### config.mk
export PLATFORM = sky130hd
export DESIGN_NAME = div8x4_seq_flat
export DESIGN_NICKNAME = d
export VERILOG_FILES = /design/src/rtl/div8x4_seq_if.sv /design/src/rtl/div8x4_seq.sv /design/src/flat_wrapper.sv
export SDC_FILE = /design/constraint.sdc
export NUM_CORES = 1
export LEC_CHECK = 0
export BUFFER_PORTS_ARGS = -buffer_cell sky130_fd_sc_hd__buf_2
export CORE_MARGIN = 8
export CORE_UTILIZATION = 59
export DETAILED_ROUTE_END_ITERATION = 16
export PLACE_DENSITY = 0.92
export SYNTH_ARGS = -nofsm -noshare
export SYNTH_HDL_FRONTEND = slang
export SYNTH_SLANG_ARGS = --single-unit
### constraint.sdc
create_clock -name clk -period 3.7 [get_ports clk]
set_input_delay 0 -clock clk [delete_from_list [all_inputs] [get_ports clk]]
set_output_delay 0 -clock clk [all_outputs]
set_load 0.01 [all_outputs]
### src/rtl/div8x4_seq_if.sv
// Handshake and operand/result bundle for the 8/4 sequential divider.
// The requester drives start and the operands; the divider returns the
// quotient, remainder, ready and overflow flags.
interface div8x4_seq_if;
  logic       start;
  logic [7:0] p;
  logic [3:0] d;
  logic [3:0] q;
  logic [3:0] r;
  logic       ready;
  logic       ovf;

  modport master (
    output start, p, d,
    input  q, r, ready, ovf
  );

  modport slave (
    input  start, p, d,
    output q, r, ready, ovf
  );
endinterface

### src/rtl/div8x4_seq.sv
// Sequential restoring divider: 8-bit dividend / 4-bit divisor giving a
// 4-bit quotient and remainder after four iteration cycles. Shares the
// start/ready handshake of the 4x4 shift-add multiplier so it can undo or
// check a product. Quotients that do not fit in 4 bits (including a zero
// divisor) are flagged on ovf immediately with all-ones results.
module div8x4_seq (
  input logic         clk,
  input logic         rst,
  div8x4_seq_if.slave bus
);

  typedef enum logic [1:0] {IDLE, CALC, DONE} state_t;

  state_t     state, stateNext;
  logic [3:0] rem, remNext;
  logic [3:0] sh, shNext;
  logic [3:0] dv, dvNext;
  logic [1:0] cnt, cntNext;
  logic [3:0] q, qNext;
  logic [3:0] r, rNext;
  logic       ready, readyNext;
  logic       ovf, ovfNext;
  logic [4:0] t;
  logic       qbit;

  // Next-state and datapath: a start always wins over an iteration step.
  // T < 2*DV holds throughout, so T - DV fits in 4 bits and the low-nibble
  // subtraction gives the exact new partial remainder.
  always_comb begin
    stateNext = state;
    remNext   = rem;
    shNext    = sh;
    dvNext    = dv;
    cntNext   = cnt;
    qNext     = q;
    rNext     = r;
    readyNext = ready;
    ovfNext   = ovf;
    t         = {rem, sh[3]};
    qbit      = 1'b0;

    if (bus.start) begin
      if (bus.p[7:4] >= bus.d) begin
        stateNext = DONE;
        qNext     = 4'hF;
        rNext     = 4'hF;
        ovfNext   = 1'b1;
        readyNext = 1'b1;
      end else begin
        stateNext = CALC;
        remNext   = bus.p[7:4];
        shNext    = bus.p[3:0];
        dvNext    = bus.d;
        cntNext   = 2'd0;
        ovfNext   = 1'b0;
        readyNext = 1'b0;
      end
    end else if (state == CALC) begin
      if (t >= {1'b0, dv}) begin
        remNext = t[3:0] - dv;
        qbit    = 1'b1;
      end else begin
        remNext = t[3:0];
      end
      shNext  = {sh[2:0], qbit};
      cntNext = cnt + 2'd1;
      if (cnt == 2'd3) begin
        qNext     = shNext;
        rNext     = remNext;
        readyNext = 1'b1;
        stateNext = DONE;
      end
    end
  end

  // State and result registers with synchronous reset taking priority.
  always_ff @(posedge clk) begin
    if (rst) begin
      state <= IDLE;
      rem   <= 4'd0;
      sh    <= 4'd0;
      dv    <= 4'd0;
      cnt   <= 2'd0;
      q     <= 4'd0;
      r     <= 4'd0;
      ready <= 1'b1;
      ovf   <= 1'b0;
    end else begin
      state <= stateNext;
      rem   <= remNext;
      sh    <= shNext;
      dv    <= dvNext;
      cnt   <= cntNext;
      q     <= qNext;
      r     <= rNext;
      ready <= readyNext;
      ovf   <= ovfNext;
    end
  end

  assign bus.q     = q;
  assign bus.r     = r;
  assign bus.ready = ready;
  assign bus.ovf   = ovf;

endmodule

### src/flat_wrapper.sv
// flat-port wrapper written by rule: the top's interface ports become plain ports
module div8x4_seq_flat 
  (clk, rst, bus_start, bus_p, bus_d, bus_q, bus_r, bus_ready, bus_ovf);
  div8x4_seq_if bus_i ();
  input logic clk;
  input logic rst;
  input wire logic [$bits(bus_i.start)-1:0] bus_start;
  input wire logic [$bits(bus_i.p)-1:0] bus_p;
  input wire logic [$bits(bus_i.d)-1:0] bus_d;
  output wire logic [$bits(bus_i.q)-1:0] bus_q;
  output wire logic [$bits(bus_i.r)-1:0] bus_r;
  output wire logic [$bits(bus_i.ready)-1:0] bus_ready;
  output wire logic [$bits(bus_i.ovf)-1:0] bus_ovf;
  assign bus_i.start = bus_start;
  assign bus_i.p = bus_p;
  assign bus_i.d = bus_d;
  assign bus_q = bus_i.q;
  assign bus_r = bus_i.r;
  assign bus_ready = bus_i.ready;
  assign bus_ovf = bus_i.ovf;
  div8x4_seq u_core (.clk(clk), .rst(rst), .bus(bus_i));
endmodule
---- After elaboration in Yosys (flattened, before gate mapping) ----
Cells that the tools add are included.
storage, ports and cells
  output and inout port bits .............. 10
  register bits after elaboration ......... 26
  input bits .............................. 15
cells by class
  eq/ne operators ......................... 4
  bitwise gates (word level) .............. 1
  $lt $le $gt $ge ......................... 2
  $add $sub $neg .......................... 2
  multiplexer cells ....................... 26
  reductions and logical operators ........ 6
operator list
  cell                                                  count
  two-way mux 4 bit                                     14
  two-way mux 2 bit                                     7
  AND reduction 2 bit                                   3
  greater-or-equal comparator 5 x 4 -> 1 bit            1
  two-way mux 1 bit                                     5
  greater-or-equal comparator 4 bit                     1
  nonzero test 2 bit                                    2
  subtractor 4 bit                                      1
  AND reduction 3 bit                                   1
  adder 2 x 1 -> 2 bit (second input constant)          1
  equality test 2 x 1 -> 1 bit (second input constant)  1
  equality test 2 bit (second input constant)           1
  != test 2 x 1 -> 1 bit (second input constant)        1
  != test 2 bit (second input constant)                 1
  NOT 1 bit                                             1

---- Logic depth before layout (Yosys ltp) ----
  depth in word-level cells ............... 5
  gate-level depth with buffers ........... 8

---- Worst setup path after synthesis ----
No wires, ideal clock.
  kind .................................... flip-flop to flip-flop
  start ................................... reg u_core.dv[2]
  end ..................................... reg u_core.r[1], in the netlist u_core.bus.r[1]
  slack ................................... 1.900 ns
  period minus slack after synthesis ...... 1.800 ns
  path buffers ............................ 0
  arrival time ............................ 1.666 ns
  stages on the path, launching flop included .. 8
  data required time ...................... 3.566 ns
  path through ............................ dfxtp_1 > inv_1 > ha_1 > or4_4 > a21oi_4 > nor2_1 > a211oi_2 > a211oi_1
between the ends
  word-level cells in the longest chain between the ends .. 5
ends and longest elaborated chain
  item                                        line              source
  from (decl)                                 div8x4_seq.sv:17  logic [3:0] dv, dvNext;
  from (signal assigned)                      div8x4_seq.sv:92  dv <= dvNext;
  greater-or-equal comparator 5 x 4 -> 1 bit  div8x4_seq.sv:59  if (t >= {1'b0, dv}) begin
  two-way mux 4 bit                           div8x4_seq.sv:59
  two-way mux 4 bit                           div8x4_seq.sv:67  if (cnt == 2'd3) begin
  two-way mux 4 bit                           div8x4_seq.sv:58  end else if (state == CALC) begin
  two-way mux 4 bit                           div8x4_seq.sv:42  if (bus.start) begin
  to (signal assigned)                        div8x4_seq.sv:95  r <= rNext;
  to (decl)                                   div8x4_seq.sv:20  logic [3:0] r, rNext;
Every way passes these cells. The select of a mux whose other input is x is not followed.
A chain may end at the register's enable or synchronous reset.

---- Worst setup path after layout ----
  start ................................... in bus_d[0]
  end ..................................... reg u_core.r[1], in the netlist u_core.bus.r[1]
between the ends
  word-level cells in the longest chain between the ends .. 3
ends and longest elaborated chain
  item                               line               source
  from (decl)                        flat_wrapper.sv:9  input wire logic [$bits(bus_i.d)-1:0] bus_d;
  greater-or-equal comparator 4 bit  div8x4_seq.sv:43   if (bus.p[7:4] >= bus.d) begin
  != test 2 x 1 -> 1 bit (no line)   -
  AND reduction 3 bit (no line)      -
Every way passes these cells.

==> out/results.md <==
• **drt initial violations** 66
• **reg-to-reg endpoint** u_core.bus.r[0]
• **final period demand of the worst path** 2.25 ns
• **share of cells above drive strength 1** 0.217
• **TritonCTS sink count** 26
• **setup slack at placement** 1.62 ns
• **top library cells by usage in the layout, fill and taps aside** sky130_fd_sc_hd__dfxtp_1, sky130_fd_sc_hd__nor2_1, sky130_fd_sc_hd__buf_2
• **multi-input combinational cell area** 803 um^2
• **count of vias placed by the detailed router** 1287
• **leakage** 0.724 nW
• **total met2 wirelength after detailed routing** 1710 um
• **global-route wire length before repair** 5910 um
• **areal power density over the cells** 471 mW/mm^2
• **CTS tree** done
• **path depth of the worst reg2reg path** 7
• **critical path fanouts, max** 11
• **largest net degree at the start of global routing** 27
• **Met1 Wirelength** 1460 um
• **max-slew violation total from the final report** 0
• **top-level port count** 25
• **Slew HR** 0.250
• **number of storage elements in the synthesis netlist** 26
• **hold violation total from the final report** 0
• **total length of routed met3 wires** 164 um
• **gr usage total** 0.171
• **post-layout power** 0.778 mW
• **Post-CTS Repair Setup Buffers** 0
• **die width** 65.1 um
• **Post-Syn Nets** 187
• **number of buffers between clock root and the deepest sink** 2
• **cell area after synthesis** 0.00142 mm^2
• **total negative slack** 0 ns
• **number of antenna violations at the first check in global routing** 0
• **Root Buffer Master** sky130_fd_sc_hd__clkbuf_4
• **top-area cell type share of the netlist area** 0.367
• **Clock Skew** 0.00588 ns
• **Placer Congestion** 0.825
• **Num CTS Buffers** 3
• **IO Port Bufs** 24
• **Top Metal Used** met4
• **Mapped Cells** 162
• **H-tree depth** 1
• **count of placed standard cells including taps** 206
• **post-route cell area** 0.00165 mm^2
• **hold path cells** 3
• **Hold Crit Class** input port to register
• **number of distinct library cell variants in the gate-level netlist after synthesis** 39
• **Post-DP HPWL** 2570 um
• **RSZ-0062 raised after global routing** false
• **hold wc startpoint** bus_p[5]
• **Total Routed Length** 3430 um
• **Layout Cells excl Fill** 217
• **sort of element at the start of the critical path** input port
• **final core utilization** 0.732
• **clock-pin slew on the worst setup and hold paths** 0.14 ns
• **number of warnings issued by yosys** 0
• **die outline area** 0.00423 mm^2
• **Arr. time, crit path** 2.50 ns
• **Area Overhead vs Synth** 16.2%
• **placed instance area** 0.00153 mm^2
• **synthesized area per cell** 8.77 um^2
• **endpoint required time on the critical path** 3.95 ns
• **slew at the pin with the worst max-slew slack** 1.12 ns
• **site row count** 17
• **total DRC errors in the routed layout** 0
• **post-layout net count** 215
• **status** finished clean
• **via count of the first global-routing pass** 1350
• **effective utilization at floorplan** 0.630
• **WL per Instance** 15.8 um
• **placeable core area** 0.00225 mm^2
• **number of inserted filler cells in the final layout** 177
• **worst reg-to-reg setup slack** 1.52 ns
• **share of synthesized area occupied by flip-flops and latches** 0.367
• **final hold slack** 0.00612 ns
• **most common cell after layout, fill and taps aside** sky130_fd_sc_hd__dfxtp_1
• **Antenna Cells** 0
• **highest clock rate** 444 MHz
• **TritonRoute pass-1 iters** 4
• **worst IR drop on VDD** 0.000421 V
• **start-to-end type of the worst setup path** input port to register
• **Reg-to-Reg Start** u_core.dv[2]
• **Routed Antenna Nets** 0
• **period utilization** 0.608
• **element type at the critical path end** register
• **die boundary height** 65.1 um
• **clock latency on the worst-skew pair** 0.33 ns
• **dominant cells by area after synthesis** sky130_fd_sc_hd__dfxtp_1, sky130_fd_sc_hd__ha_1, sky130_fd_sc_hd__nor2_1
• **final setup fails** 0
• **final setup slack of the worst path** 1.45 ns
• **detail-routed via count per cell** 5.93
• **post-synth top area cell** sky130_fd_sc_hd__dfxtp_1
• **area taken by flip-flops and latches** 520 um^2
• **WHS Endpoint** u_core.rem[1]
• **grt total ovfl** 0
• **# Max-Cap Violations** 0
[layer usage]
| layer | track usage | vias to the layer above |
|---|---|---|
| met5 | 0 | - |
| met4 | 0.0790 | 0 |
| met3 | 0.0309 | 11 |
| met2 | 0.311 | 45 |
| met1 | 0.188 | 594 |
| li1 | - | 637 |
[critical path: stages]
cell,delay (ns)
sky130_fd_sc_hd__dlygate4sd3_1,0.56
sky130_fd_sc_hd__buf_2,0.14
sky130_fd_sc_hd__ha_1,0.27
sky130_fd_sc_hd__nor2b_1,0.06
sky130_fd_sc_hd__o21a_4,0.22
sky130_fd_sc_hd__nor3_1,0.89
sky130_fd_sc_hd__nor2_1,0.10
sky130_fd_sc_hd__a211oi_1,0.26
[sequential cells by signal (all words and copies together), names as in the netlist]
name              flops
u_core.sh             4
u_core.state          2
u_core.bus.ovf        1
u_core.cnt            2
u_core.bus.q          4
u_core.bus.r          4
u_core.dv             4
u_core.bus.ready      1
u_core.rem            4
[cell families after synthesis]
kind of cell	after synthesis	synth area share
buffers and inverters	21	0.0678
muxes	5	0.0352
AOI/OAI and AO/OA	36	0.198
xor gates and xnor gates	1	0.00617
and+or+nand+nor	63	0.233
adders and majority gates	10	0.0934
DFF	26	0.367
[cells in the mapped netlist, drive strengths merged]
library cell,instances
a211oi,8
a21oi,10
a22oi,1
a31oi,2
and2,1
and3,1
buf,3
clkbuf,5
dfxtp,26
fa,1
ha,9
inv,13
mux2i,5
nand2,7
nand3,4
nand3b,1
nor2,25
nor2b,1
nor3,15
nor3b,1
nor4b,1
o211ai,1
o21a,2
o21ai,6
o32ai,1
o41ai,5
or2b,1
or3,3
or3b,1
or4,1
xor2,1
[final cells by class]
type                    instances  share of cell area
multi-input cells             115               0.487
flip-flops and latches         26               0.315
repair buffers                 31               0.115
inverters                      13              0.0296
well taps                      28              0.0212
clock inverters                 1              0.0182
clock buffers                   3              0.0136
[how the worst max path moves through the flow]
stage                      start               to  slack, ns  cells past startpoint
CTS                     bus_p[4]  u_core.bus.r[1]       1.50                      9
finish                  bus_d[0]  u_core.bus.r[1]       1.45                      8
global placement    u_core.dv[2]  u_core.bus.r[0]       1.71                      7
detailed placement  u_core.dv[2]  u_core.bus.r[0]       1.62                      7
global route            bus_d[0]  u_core.bus.q[3]       1.23                      8
floorplan           u_core.dv[2]  u_core.bus.r[1]       1.90                      7
[report_power, final]
part,switching (mW),internal [mW]
Clock,0.0871,0.110
Sequential,0.0225,0.312
Combinational,0.145,0.102
Total,0.254,0.523
[timing repair]
| item | in CTS | in global routing |
|---|---|---|
| hold buffers | 7 | 0 |
| gates resized for setup | 0 | 0 |
| endpoints found under the hold margin | 7 | 0 |
(Power assumes the default switching activity.)
